## src/rtl/ibis_tmds_channel.sv

```systemverilog
// ibis_tmds_channel
// One TMDS (DVI) lane: 8b/10b DC-balanced encoder feeding a 2-bit-per-clock
// rotating shifter for a 5:1 DDR serializer.
//
// Ports
//   aclk        link clock, 5x pixel rate
//   areset      asynchronous active-high reset
//   enable      global clock enable; low freezes every register
//   load        pixel-slot strobe (qualified by enable)
//   data_enable 1 = encode data, 0 = encode control {c1,c0}
//   c0, c1      control bits
//   data        pixel byte
//   symbol      last encoded 10-bit symbol (registered)
//   tmds_pair   current bit pair, [0] transmitted first
//   misalign    sticky: a symbol was loaded mid-rotation
module ibis_tmds_channel #(
   parameter logic [9:0] IDLE_SYMBOL = 10'b1101010100
) (
   input  logic       aclk,
   input  logic       areset,
   input  logic       enable,
   input  logic       load,
   input  logic       data_enable,
   input  logic       c0,
   input  logic       c1,
   input  logic [7:0] data,
   output logic [9:0] symbol,
   output logic [1:0] tmds_pair,
   output logic       misalign
);

   // stage 1 registers
   logic       valid;
   logic       de_r;
   logic       c0_r;
   logic       c1_r;
   logic [8:0] q_m_r;

   // stage 2 / shifter state; cnt holds signed two's complement disparity
   logic [4:0] cnt;
   logic [9:0] shreg;
   logic [2:0] phase;
   logic       armed;

   logic [3:0] n1_d;
   logic       use_xnor;
   logic [8:0] q_m_d;

   logic [3:0] n1_q;
   logic [4:0] disp;
   logic [9:0] sym_nxt;
   logic [4:0] cnt_nxt;

   // transition-minimizing stage
   always_comb begin
      n1_d = '0;
      for (int i = 0; i < 8; i++) n1_d = n1_d + {3'b000, data[i]};
      use_xnor = (n1_d > 4'd4) || ((n1_d == 4'd4) && !data[0]);
      q_m_d = '0;
      q_m_d[0] = data[0];
      for (int i = 1; i < 8; i++)
         q_m_d[i] = use_xnor ? ~(q_m_d[i-1] ^ data[i]) : (q_m_d[i-1] ^ data[i]);
      q_m_d[8] = ~use_xnor;
   end

   // DC-balancing stage; disp = n1 - n0 of q_m[7:0] as a 5-bit signed value
   always_comb begin
      n1_q = '0;
      for (int i = 0; i < 8; i++) n1_q = n1_q + {3'b000, q_m_r[i]};
      disp    = {n1_q, 1'b0} - 5'd8;
      sym_nxt = '0;
      cnt_nxt = cnt;
      if (!de_r) begin
         cnt_nxt = '0;
         case ({c1_r, c0_r})
            2'b00:   sym_nxt = 10'b1101010100;
            2'b01:   sym_nxt = 10'b0010101011;
            2'b10:   sym_nxt = 10'b0101010100;
            default: sym_nxt = 10'b1010101011;
         endcase
      end else if ((cnt == 5'd0) || (disp == 5'd0)) begin
         sym_nxt = {~q_m_r[8], q_m_r[8], q_m_r[8] ? q_m_r[7:0] : ~q_m_r[7:0]};
         cnt_nxt = q_m_r[8] ? cnt + disp : cnt - disp;
      end else if (cnt[4] == disp[4]) begin
         // both nonzero here, so equal signs means the running disparity
         // would grow in the same direction: invert the byte
         sym_nxt = {1'b1, q_m_r[8], ~q_m_r[7:0]};
         cnt_nxt = cnt + {3'b000, q_m_r[8], 1'b0} - disp;
      end else begin
         sym_nxt = {1'b0, q_m_r[8], q_m_r[7:0]};
         cnt_nxt = cnt - {3'b000, ~q_m_r[8], 1'b0} + disp;
      end
   end

   always_ff @(posedge aclk or posedge areset) begin
      if (areset) begin
         valid    <= 1'b0;
         de_r     <= 1'b0;
         c0_r     <= 1'b0;
         c1_r     <= 1'b0;
         q_m_r    <= '0;
         cnt      <= '0;
         symbol   <= '0;
         shreg    <= IDLE_SYMBOL;
         phase    <= '0;
         armed    <= 1'b0;
         misalign <= 1'b0;
      end else if (enable) begin
         // back-to-back loads: stage 2 takes the old stage-1 value this edge
         valid <= load;
         if (load) begin
            de_r  <= data_enable;
            c0_r  <= c0;
            c1_r  <= c1;
            q_m_r <= q_m_d;
         end
         if (valid) begin
            symbol <= sym_nxt;
            cnt    <= cnt_nxt;
            shreg  <= sym_nxt;
            phase  <= '0;
            armed  <= 1'b1;
            if (armed && (phase != 3'd4)) misalign <= 1'b1;
         end else begin
            shreg <= {shreg[1:0], shreg[9:2]};
            phase <= (phase == 3'd4) ? 3'd0 : phase + 3'd1;
         end
      end
   end

   assign tmds_pair = shreg[1:0];

endmodule

```

## config.mk

```make
export PLATFORM = sky130hd
export DESIGN_NAME = ibis_tmds_channel
export DESIGN_NICKNAME = d
export VERILOG_FILES = /design/src/rtl/ibis_tmds_channel.sv
export SDC_FILE = /design/constraint.sdc
export NUM_CORES = 1
export LEC_CHECK = 0
export CAP_MARGIN = 20
export CORE_MARGIN = 5
export CORE_UTILIZATION = 30
export CTS_BUF_LIST = sky130_fd_sc_hd__clkbuf_2
export DETAILED_ROUTE_END_ITERATION = 8
export SYNTH_ARGS = -nofsm -noshare
export SYNTH_HDL_FRONTEND = slang
export SYNTH_SLANG_ARGS = --single-unit
```

## constraint.sdc

```tcl
create_clock -name aclk -period 13.22 [get_ports aclk]
set_input_delay 2.644 -clock aclk [delete_from_list [all_inputs] [get_ports aclk]]
set_output_delay 2.644 -clock aclk [all_outputs]
set_load 0.005 [all_outputs]
```

==> results of run 1 <==
==> final cells by class <==
type	count	area [um2]
inverter	43	161
multi-input combinational	212	1640
clock buffer	5	25.0
clock inverter	3	43.8
fill	987	6260
sequential	42	1060
timing repair buffer	28	278
tap	133	166
==> cell usage after synthesis <==
cell type | n | share of area [%]
sky130_fd_sc_hd__buf_4 | 2 | 0.51
sky130_fd_sc_hd__a21o_1 | 3 | 0.77
sky130_fd_sc_hd__o22ai_1 | 10 | 2.1
sky130_fd_sc_hd__a31o_2 | 1 | 0.30
sky130_fd_sc_hd__a211oi_1 | 3 | 0.77
sky130_fd_sc_hd__dfstp_2 | 5 | 4.5
sky130_fd_sc_hd__buf_6 | 1 | 0.38
sky130_fd_sc_hd__a31oi_1 | 8 | 1.7
sky130_fd_sc_hd__or3b_1 | 1 | 0.30
sky130_fd_sc_hd__clkbuf_1 | 9 | 1.2
sky130_fd_sc_hd__ha_1 | 26 | 11
sky130_fd_sc_hd__nand3_1 | 6 | 1.0
sky130_fd_sc_hd__xnor2_1 | 16 | 4.8
sky130_fd_sc_hd__xnor3_1 | 1 | 0.77
sky130_fd_sc_hd__and2_1 | 2 | 0.43
sky130_fd_sc_hd__nor2_1 | 22 | 2.8
sky130_fd_sc_hd__nor3b_2 | 1 | 0.43
sky130_fd_sc_hd__or4_4 | 1 | 0.38
sky130_fd_sc_hd__nor2b_1 | 6 | 1.3
sky130_fd_sc_hd__buf_2 | 1 | 0.17
sky130_fd_sc_hd__nor3_1 | 1 | 0.17
sky130_fd_sc_hd__inv_1 | 43 | 5.5
sky130_fd_sc_hd__nand2b_1 | 2 | 0.43
sky130_fd_sc_hd__fa_1 | 13 | 8.9
sky130_fd_sc_hd__a21oi_1 | 10 | 1.7
sky130_fd_sc_hd__o21ai_0 | 21 | 3.6
sky130_fd_sc_hd__mux2i_1 | 2 | 0.68
sky130_fd_sc_hd__mux2_2 | 6 | 2.3
sky130_fd_sc_hd__nor4b_1 | 1 | 0.30
sky130_fd_sc_hd__nand2_1 | 28 | 3.6
sky130_fd_sc_hd__nor3b_1 | 1 | 0.26
sky130_fd_sc_hd__xor2_1 | 7 | 2.1
sky130_fd_sc_hd__dfrtp_1 | 37 | 32
sky130_fd_sc_hd__o311ai_0 | 1 | 0.30
sky130_fd_sc_hd__o211ai_1 | 6 | 1.5
sky130_fd_sc_hd__or2_1 | 1 | 0.21
sky130_fd_sc_hd__or3_1 | 5 | 1.1
==> worst max-delay path, delay by kind of cell <==
kind,cells,cell delay (ps)
and+or+nand+nor,1,240
buffers and inverters,3,650
adders and majority gates,5,2130
muxes,1,260
xor gates and xnor gates,2,320
AOI/OAI and AO/OA,1,220
==> path summary, 6_finish.rpt <==
path / start / endpoint / slack, ps / cells after the start
min in group asynchronous: areset / q_m_r[7] / 2640 / 3
max in group asynchronous: areset / shreg[2] / 10190 / 3
worst min-delay path: misalign / misalign / 500 / 1
worst max-delay path: data[0] / q_m_r[7] / 7120 / 13
worst max register to register: q_m_r[0] / symbol[2] / 8070 / 14
worst min register to register: misalign / misalign / 500 / 1
==> cell families after synthesis <==
group / share of synthesized area, %
compound gates: 12.8
xor+xnor: 7.65
fa+ha+maj: 20.0
buf+inv: 7.73
flops: 36.1
mux: 2.99
simple gates: 12.7
==> stage by stage <==
step,instance area (um2),utilization [%]
2_1_floorplan,2930,-
3_3_place_gp,3310,34.3
3_5_place_dp,3310,34.3
4_1_cts,3380,35.0
5_1_grt,3380,35.0
6_report,3380,35.0
==> per-layer routing <==
metal,routed length (um),global-route usage (%),up-vias
met5,0,0,-
met4,86,2.89,0
met1,2740,14.0,1009
li1,-,-,1069
met3,198,2.25,9
met2,2820,17.9,27
==> state kept, by name, indices dropped and copies added (netlist names) <==
register,count
cnt,4
c1_r,1
armed,1
de_r,1
misalign,1
q_m_r,9
symbol,10
shreg,10
phase,3
valid,1
c0_r,1
==> metrics list, run 1 <==
- Run status: finished clean
* Proportion of layout cells with a drive suffix above 1: 6.91%
* Hold Fails Final Rpt: 0
- Setup repair after global routing left no endpoint under its margin.
- Hold timing on the final database bottoms out at a slack of 500 ps.
* Antenna Violating Nets Remaining: 0
* Total routing usage reported by global routing: 10.7%
* Total count of max-transition violations in the final report: 0
- HPWL Detailed: 4580 um
* Most common cell after layout, fill and taps aside: sky130_fd_sc_hd__inv_1
- Summing every instance area after synthesis gives 2930 um2.
- Initial antenna violation count: 0
* Most repeated library cell on the critical path: sky130_fd_sc_hd__fa_1
- Upper clock frequency limit: ~160 MHz
- At the end of the flow, the number of nets in the layout was 386.
* Max Cap Violations: 0
- Area of the core region: 9640 um2
- Worst setup margin: 7120 ps
- Largest buffer count on any clock path: 2
- Number of buffer cells added on primary ports: 27
* Area of the die: 11800 um2
- TritonCTS built the clock tree.
* Slowest stage cell on the critical path: sky130_fd_sc_hd__fa_1
* Hold Path Class: flop to flop
- Initial cell density of the core: between 30% and 40%
- Crit path required time: 13560 ps
- Worst Clk Skew: about 15 ps
- The worst setup path is launched from an input pin.
- Number of sinks handled by clock tree synthesis: between 40 and 50
- Measured along the x axis, the die boundary spans 109 um.
- Subtracting the final worst setup slack from the clock period gives between 6000 and 7000 ps.
- The worst setup path is of the input pin to flop kind.
- The via count of the first global-routing pass came to 2213.
- Library cells used by synthesis: 37
- Placed instance count: 458
* Total via count in the routed design: between 2000 and 2500
- Area overhead of the layout relative to synthesis: 15.3%
- Of the available clock period, the critical path in the final layout requires 46.2%.
- Post-CTS timing repair inserted 0 buffers for setup.
* Standard-cell rows: 36
* Average instance area after synthesis: 9.44 um2
* Clock-pin slew of the registers on the worst-case setup and hold paths: ~230 ps
* Final setup TNS: 0 ps
- Setup violations remaining at the end of the flow were counted as 0.
- Count of unresolved DRC violations after routing: 0
- H-tree depth reported by CTS: 2
- Global routing finished with a remaining overflow of 0.
- Synthesis handed over a netlist of 310 instances.
- Leading cell types in the layout, fill and taps excluded: sky130_fd_sc_hd__inv_1 (43), sky130_fd_sc_hd__dfrtp_1 (37), sky130_fd_sc_hd__nand2_1 (28), sky130_fd_sc_hd__clkdlybuf4s50_1 (27), sky130_fd_sc_hd__ha_1 (26)
* Initial drt markers: 72
- Share of the yosys chip area belonging to registers: a little over a third
- The worst pin sits at a relative slew slack of 46.7%.
* Number of hold buffers added after cts: 0
- Synthesized netlist net count: 364
* Routed vias/inst: between 4 and 5
* Endpoint kind of the worst setup timing path: flop
* Antenna cells: 0
* Ordered cell list for the critical path: clkdlybuf4s50_1 -> inv_1 -> fa_1 -> fa_1 -> fa_1 -> inv_1 -> ha_1 -> fa_1 -> nor3b_1 -> o22ai_1 -> xnor2_1 -> xnor2_1 -> mux2_2
- In this run, CTS created clock tree buffers numbering 5.
* Post-CTS sizing: 0
* Maximum net fanout on the critical path: 4
- During I/O placement, the number of pins put on the boundary was 28.
- After the flow finishes, the layout carries non-filler instances totaling 466.
- At the later pin of the worst-skew pair, clock insertion delay measures 410 ps.
* Clock root buffer: sky130_fd_sc_hd__clkbuf_2
* Delay of the slowest cell on the worst path: 550 ps
* Yosys Warn Count: 0
- Number of detailed-route iterations in the first pass: 4
- After detailed routing, the average wire length per cell comes to 12.5 um.
- At the placement stage, the worst setup path has a slack of 6660 ps.
- Routed WL: 5840 um
- First-pass GRT wire length: between 10000 and 15000 um
- In this run the vertical extent of the chip is 109 um.
* Slew at the pin closest to its max-slew limit: roughly 800 ps
- Total of flip-flops plus latches after synthesis: 42
- Worst endpoint data arrival time: 6440 ps
- Routability-driven placement finished with a final weighted congestion of 0.804.
- Entering global routing, the biggest net connects 43 pins.
Power of run 1 is not shown: default switching activity piles up to over one toggle a cycle in this logic, so the estimate is an artifact.
==> run 2: changes to the inputs <==
==> constraint.sdc (replaced) <==
create_clock -name aclk -period 6.05 [get_ports aclk]
set_input_delay 1.21 -clock aclk [delete_from_list [all_inputs] [get_ports aclk]]
set_output_delay 1.21 -clock aclk [all_outputs]
set_load 0.005 [all_outputs]
==> run 2 against run 1 <==
  * Non-clock buffer count rose by 1
  * Worst setup slack worse by 5900 ps
  * Register-to-register slack worse by 6900 ps
  * Clock skew up 25 ps
  * Utilization about the same
  * Global-route usage down 0.096 points
  * Final cell count increased by 0.21%
  * First-iteration DRC count down 57%
  * Flip-flop and latch count unchanged
  * Clock-buffer cell count stayed put
  * Sequential share of layout area is essentially flat
  * Routed wire length is 1.5% higher
==> metrics list, run 2 (synthesized netlist as in run 1, its figures left out) <==
- Worst endpoint data arrival time: 5150 ps
* Proportion of layout cells with a drive suffix above 1: 7.19%
- Critical setup path kind: flop to flop
- The tightest min-delay check is of the flop to flop type.
* Final setup TNS: 0 ps
* Hold Fails Final Rpt: 0
* Total via count in the routed design: 2168
* Number of sinks handled by clock tree synthesis: 42
- Startpoint of the worst setup timing path: q_m_r[1]
- Summed over all layers, the global routing overflow is 0.
- Area of the core region: 9640 um2
- Amount of wire on met3 after detailed routing: approximately 220 um
* Amount of wire on met2 after detailed routing: 2740 um
- In the layout the commonest cells are sky130_fd_sc_hd__inv_1 (43), sky130_fd_sc_hd__dfrtp_1 (37), sky130_fd_sc_hd__nand2_1 (28), sky130_fd_sc_hd__clkdlybuf4s50_1 (27), sky130_fd_sc_hd__ha_1 (26).
* Number of buffer cells added on primary ports: 27
* Number of buffers added by the clock tree synthesis step: 5
- By instance count, the cell type seen most on the critical path is sky130_fd_sc_hd__fa_1.
- Leaving out fill and tap cells, the most frequent cell in the layout is sky130_fd_sc_hd__inv_1.
- The worst pin sits at a relative slew slack of 52.0%.
* HPWL Detailed: approximately 4600 um
- Routed WL: 5930 um
- The signal on the critical path passes through fa_1 -> inv_1 -> fa_1 -> fa_1 -> inv_1 -> ha_1 -> fa_1 -> inv_1 -> ha_1 -> mux2_2 -> ha_1 -> a21o_1 -> a21oi_1 -> xnor3_1 -> mux2_2 -> o311ai_0.
- Initial antenna violation count: 0
- Share of the cycle needed by the critical path after routing: between 70 and 80%
- The smallest clock period supported by the final layout is computed as 4840 ps.
* Standard-cell rows: 36
* Maximum net fanout on the critical path: 4
* Largest buffer count on any clock path: 2
* First-pass GRT wire length: between 10000 and 15000 um
- Area of the die: 11800 um2
* Clock root buffer: sky130_fd_sc_hd__clkbuf_2
- Run status: finished clean
- Top metal layer carrying routed signals: met4
- H-tree depth reported by CTS: 2
- Endpoint kind of the worst setup timing path: flop
- The die is 109 um tall.
* Max Cap Violations: 0
- TritonCTS built the clock tree.
- Width of the die: ~110 um
- In the final design database the tool counted 387 nets.
- Clock insertion delay at the later pin of the skew report: 430 ps
- Count of unresolved DRC violations after routing: 0
* Endpoints failing setup: 0
* Pin count of the biggest net entering global routing: 43
- For this run, the slowest stage of the critical path takes between 500 and 600 ps.
- Antenna cells: 0
* Worst Clk Skew: 40.1 ps
- For this block, wires on met1 add up to around 2900 um.
* Initial cell density of the core: 30.4%
- Total count of max-transition violations in the final report: 0
* Average detailed-routed wire length per instance: between 10 and 15 um
* Post-CTS sizing: 0
- Once detail routing completed, the nets flagged for antenna violations numbered 0.
- Number of hold buffers added after cts: 0
* Crit path launch type: flop
- Placer Congestion: 0.794
- The detailed router finished its first iteration with 31 violations.
- Critical hold path startpoint: misalign
- Unrepaired setup endpoints after global routing: no
* Vias in the first global route: about 2100
* Routed vias/inst: 4.64
* Upper clock frequency limit: 207 MHz
* Area overhead of the layout relative to synthesis: 15.4%
- 28 I/O pins were placed.
* Number of post-CTS setup repair buffers: 0
* Leading registers by flop count: shreg x10, symbol x10, q_m_r x9
- The startpoint identified for the worst register-to-register timing path is q_m_r[1].
* Clock-pin slew of the registers on the worst-case setup and hold paths: 250 ps
- Slew at the pin closest to its max-slew limit: 718 ps
- The slowest stage of the critical path is the sky130_fd_sc_hd__fa_1 cell.
* Number of detailed-route iterations in the first pass: 4
- STA puts the critical path data required time at 6360 ps.
- Global routing used around a tenth of the available tracks.
==> run 2: cell count changes in the layout (fill, tap and decap cells not counted), sizes merged <==
cell / change
inv: -1
buf: +1
clkinv: +1
==> run 2: layout make-up <==
class | count | area, um2
clock buffer | 5 | 25.0
inverter | 43 | 161
multi-input combinational | 212 | 1640
sequential | 42 | 1060
timing repair buffer | 29 | 285
tap | 133 | 166
clock inverter | 3 | 40.0
fill | 1014 | 6260
==> run 2: per-layer routing <==
layer,vias to the layer above,GRT usage (%)
li1,1068,-
met1,1051,14.4
met2,41,17.4
met3,8,2.19
met4,0,2.16
met5,-,0
==> run 2: through the flow <==
step                      util (%)  area (um2)  worst slack, ps  hold WS (ps)  cells
final                         35.1        3380             1210           497    467
after global routing          35.1        3380             1010           525    467
after CTS                     35.1        3380             1180           506    467
after detailed placement      34.4        3310              871           457    459
after global placement        34.4        3310             1020           452    459
after floorplan                  -        2930             1490           435    310
==> run 2: worst paths after layout <==
| kind | endpoint | slack [ps] | cells past startpoint |
|---|---|---|---|
| setup / recovery | cnt[4] | 1210 | 16 |
| hold / removal | misalign | 500 | 1 |
| setup reg to reg | cnt[4] | 1210 | 16 |
| hold reg to reg | misalign | 500 | 1 |
| max in group asynchronous | shreg[6] | 4450 | 3 |
| min in group asynchronous | q_m_r[5] | 1190 | 3 |
==> run 2: worst max-delay path: cells and delay by family, from the launching register on <==
kind | cells | cell delay (ps)
buffers and inverters | 3 | 180
flip-flops | 1 | 490
adder cells (fa/ha/maj) | 7 | 2700
AO/OA/AOI/OAI | 3 | 440
multiplexers | 2 | 570
XOR/XNOR | 1 | 350
Power of run 2 is left out for the same reason.
==> run 3: changes to the inputs <==
==> constraint.sdc (replaced) <==
create_clock -name aclk -period 5 [get_ports aclk]
set_input_delay 1 -clock aclk [delete_from_list [all_inputs] [get_ports aclk]]
set_output_delay 1 -clock aclk [all_outputs]
set_load 0.005 [all_outputs]
==> run 3 against run 2 <==
  * Hold slack better by 9.9 ps
  * Via count down 1.4%
  * Register-to-register slack got worse by 990 ps
  * Clock-buffer cell count did not move
  * Global-route usage increased by 0.26 points
  * Routed wire length down 1.8%
  * Final cell count increased by 0.86%
  * Largest cell class unchanged
==> metrics list, run 3 (synthesized netlist as in run 1, its figures left out) <==
- Run status: finished clean
- Routed vias/inst: around 4.5
* Remaining global-route overflow: 0
- Routability-driven placement finished with a final weighted congestion of 0.808.
- CTS saw 42 sinks.
- The first TritonRoute pass finished after 4 iterations.
- The die is 109 um wide.
* Antenna cells: 0
- Leading registers by flop count: shreg x10, symbol x10, q_m_r x9
- The longest clock path from root to sink contains 2 buffers.
- Number of buffer cells added on primary ports: 27
* Worst endpoint data arrival time: 5070 ps
* Worst reg2reg path endpoint: cnt[4]
- Clock latency on the worst-skew pair, taken at its later pin, is 400 ps.
- Critical hold path startpoint: armed
- The H-tree generated during clock tree synthesis spans 2 levels.
- Total via count in the routed design: between 2000 and 2500
- Count of unresolved DRC violations after routing: 0
- The via count of the first global-routing pass was roughly 2200.
- At the worst endpoint, the required time is 5300 ps.
- Buffers inserted during clock tree synthesis total 5.
- By startpoint and endpoint, the worst setup path is classified as flop to flop.
- Clock skew on the completed layout was measured at 10.1 ps.
- Of all nets on the critical path, the largest fanout is 4.
* Clock root buffer: sky130_fd_sc_hd__clkbuf_2
- Subtracting the final worst setup slack from the clock period gives 4780 ps.
* Standard-cell rows: 36
* Antenna Violating Nets Remaining: 0
- Reg-to-reg critical path startpoint: q_m_r[0]
* Max Cap Violations: 0
* Worst Hold End: armed
* Slew at the pin closest to its max-slew limit: 661 ps
- The HPWL after detailed placement is 4670 um.
- The tightest min-delay check is of the flop to flop type.
* Endpoints failing setup: 0
- The first global-routing pass estimated 10400 um of wire.
- Average detailed-routed wire length per instance: between 10 and 15 um
- Clock-pin slew of the registers on the worst-case setup and hold paths: 220 ps
- Reg-to-reg slack, setup: 220 ps
- Routed WL: between 5000 and 6000 um
* Most common cell after layout, fill and taps aside: sky130_fd_sc_hd__inv_1
- Area of the core region: a little under 10000 um2
- Area of the die: 11800 um2
- The die is 109 um tall.
- In this run the count of I/O pins placed on the die edge is 28.
- R2R cell count: 16
- Startpoint of the worst setup timing path: q_m_r[0]
* Sum of routed wire segments on met1: between 2000 and 3000 um
- Setup repair after global routing left no endpoint under its margin.
- Total routing usage reported by global routing: about 11%
* Post-CTS sizing: 0
- Number of post-CTS setup repair buffers: 0
- Total count of max-transition violations in the final report: 0
- Final setup TNS: 0 ps
- Number of cells on the worst hold path: 1
- Share of the cycle needed by the critical path after routing: 95.5%
- The worst pin sits at a relative slew slack of 55.9%.
* Area overhead of the layout relative to synthesis: 16.0%
- In this run the top signal layer used is met4.
* Number of nets in the final layout: 391
* Initial drt markers: 68
* TritonCTS clock tree: built
* Endpoint kind of the worst setup timing path: flop
- Initial cell density of the core: 30.4%
- Proportion of layout cells with a drive suffix above 1: 8.58%
- Buffers inserted to repair hold after CTS numbered 0.
- Entering global routing, the biggest net connects 43 pins.
- Initial antenna violation count: 0
- After detailed routing, the met3 layer carries 192 um of wire.
* Leading cell types in the layout, fill and taps excluded: sky130_fd_sc_hd__inv_1 (43), sky130_fd_sc_hd__dfrtp_1 (37), sky130_fd_sc_hd__nand2_1 (28), sky130_fd_sc_hd__clkdlybuf4s50_1 (27), sky130_fd_sc_hd__ha_1 (26)
- Hold Fails Final Rpt: 0
* Upper clock frequency limit: between 200 and 250 MHz
* Amount of wire on met2 after detailed routing: approximately 2800 um
* Crit path launch type: flop
==> run 3: cell count changes in the layout (fill, tap and decap cells not counted), sizes merged <==
cell,change
bufinv,-1
clkinvlp,+1
buf,+4
==> run 3: cell type report <==
cell class	count	area, um2
sequential	42	1060
fill	1039	6240
inverter	43	161
clock buffer	5	25.0
clock inverter	3	21.3
multi-input combinational	212	1650
tap	133	166
timing repair buffer	33	315
==> run 3: metrics by stage <==
stage	area, um2	utilization (%)	hold slack [ps]	instances	setup slack [ps]
after global routing	3400	35.2	526	471	28.7
after CTS	3390	35.2	507	471	205
after detailed placement	3340	34.7	462	463	162
final	3400	35.2	507	471	225
after floorplan	2930	-	435	310	436
after global placement	3340	34.7	450	463	252
==> run 3: critical path: stages (launching register included) <==
cell	delay, ps
sky130_fd_sc_hd__dfrtp_1	450
sky130_fd_sc_hd__fa_1	530
sky130_fd_sc_hd__inv_1	50
sky130_fd_sc_hd__fa_1	440
sky130_fd_sc_hd__fa_1	500
sky130_fd_sc_hd__inv_1	50
sky130_fd_sc_hd__ha_1	200
sky130_fd_sc_hd__fa_1	510
sky130_fd_sc_hd__inv_1	80
sky130_fd_sc_hd__ha_1	270
sky130_fd_sc_hd__mux2_2	290
sky130_fd_sc_hd__ha_1	270
sky130_fd_sc_hd__a21o_1	150
sky130_fd_sc_hd__a21oi_1	180
sky130_fd_sc_hd__xnor3_1	330
sky130_fd_sc_hd__mux2_2	280
sky130_fd_sc_hd__o311ai_0	100
==> run 3: how the worst max path moves through the flow <==
stage	to	slack, ps	depth (start not counted)
after floorplan	cnt[4]	440	16
after global placement	q_m_r[7]	250	13
after detailed placement	q_m_r[7]	160	13
after CTS	cnt[4]	200	16
after global routing	cnt[4]	30	16
final	cnt[4]	220	16
==> run 3: per-layer routing <==
metal	GRT usage (%)	vias to the layer above
met5	0	-
met3	2.43	6
met4	2.52	0
met2	18.3	27
li1	-	1083
met1	14.2	1022
Power of run 3 is left out for the same reason.
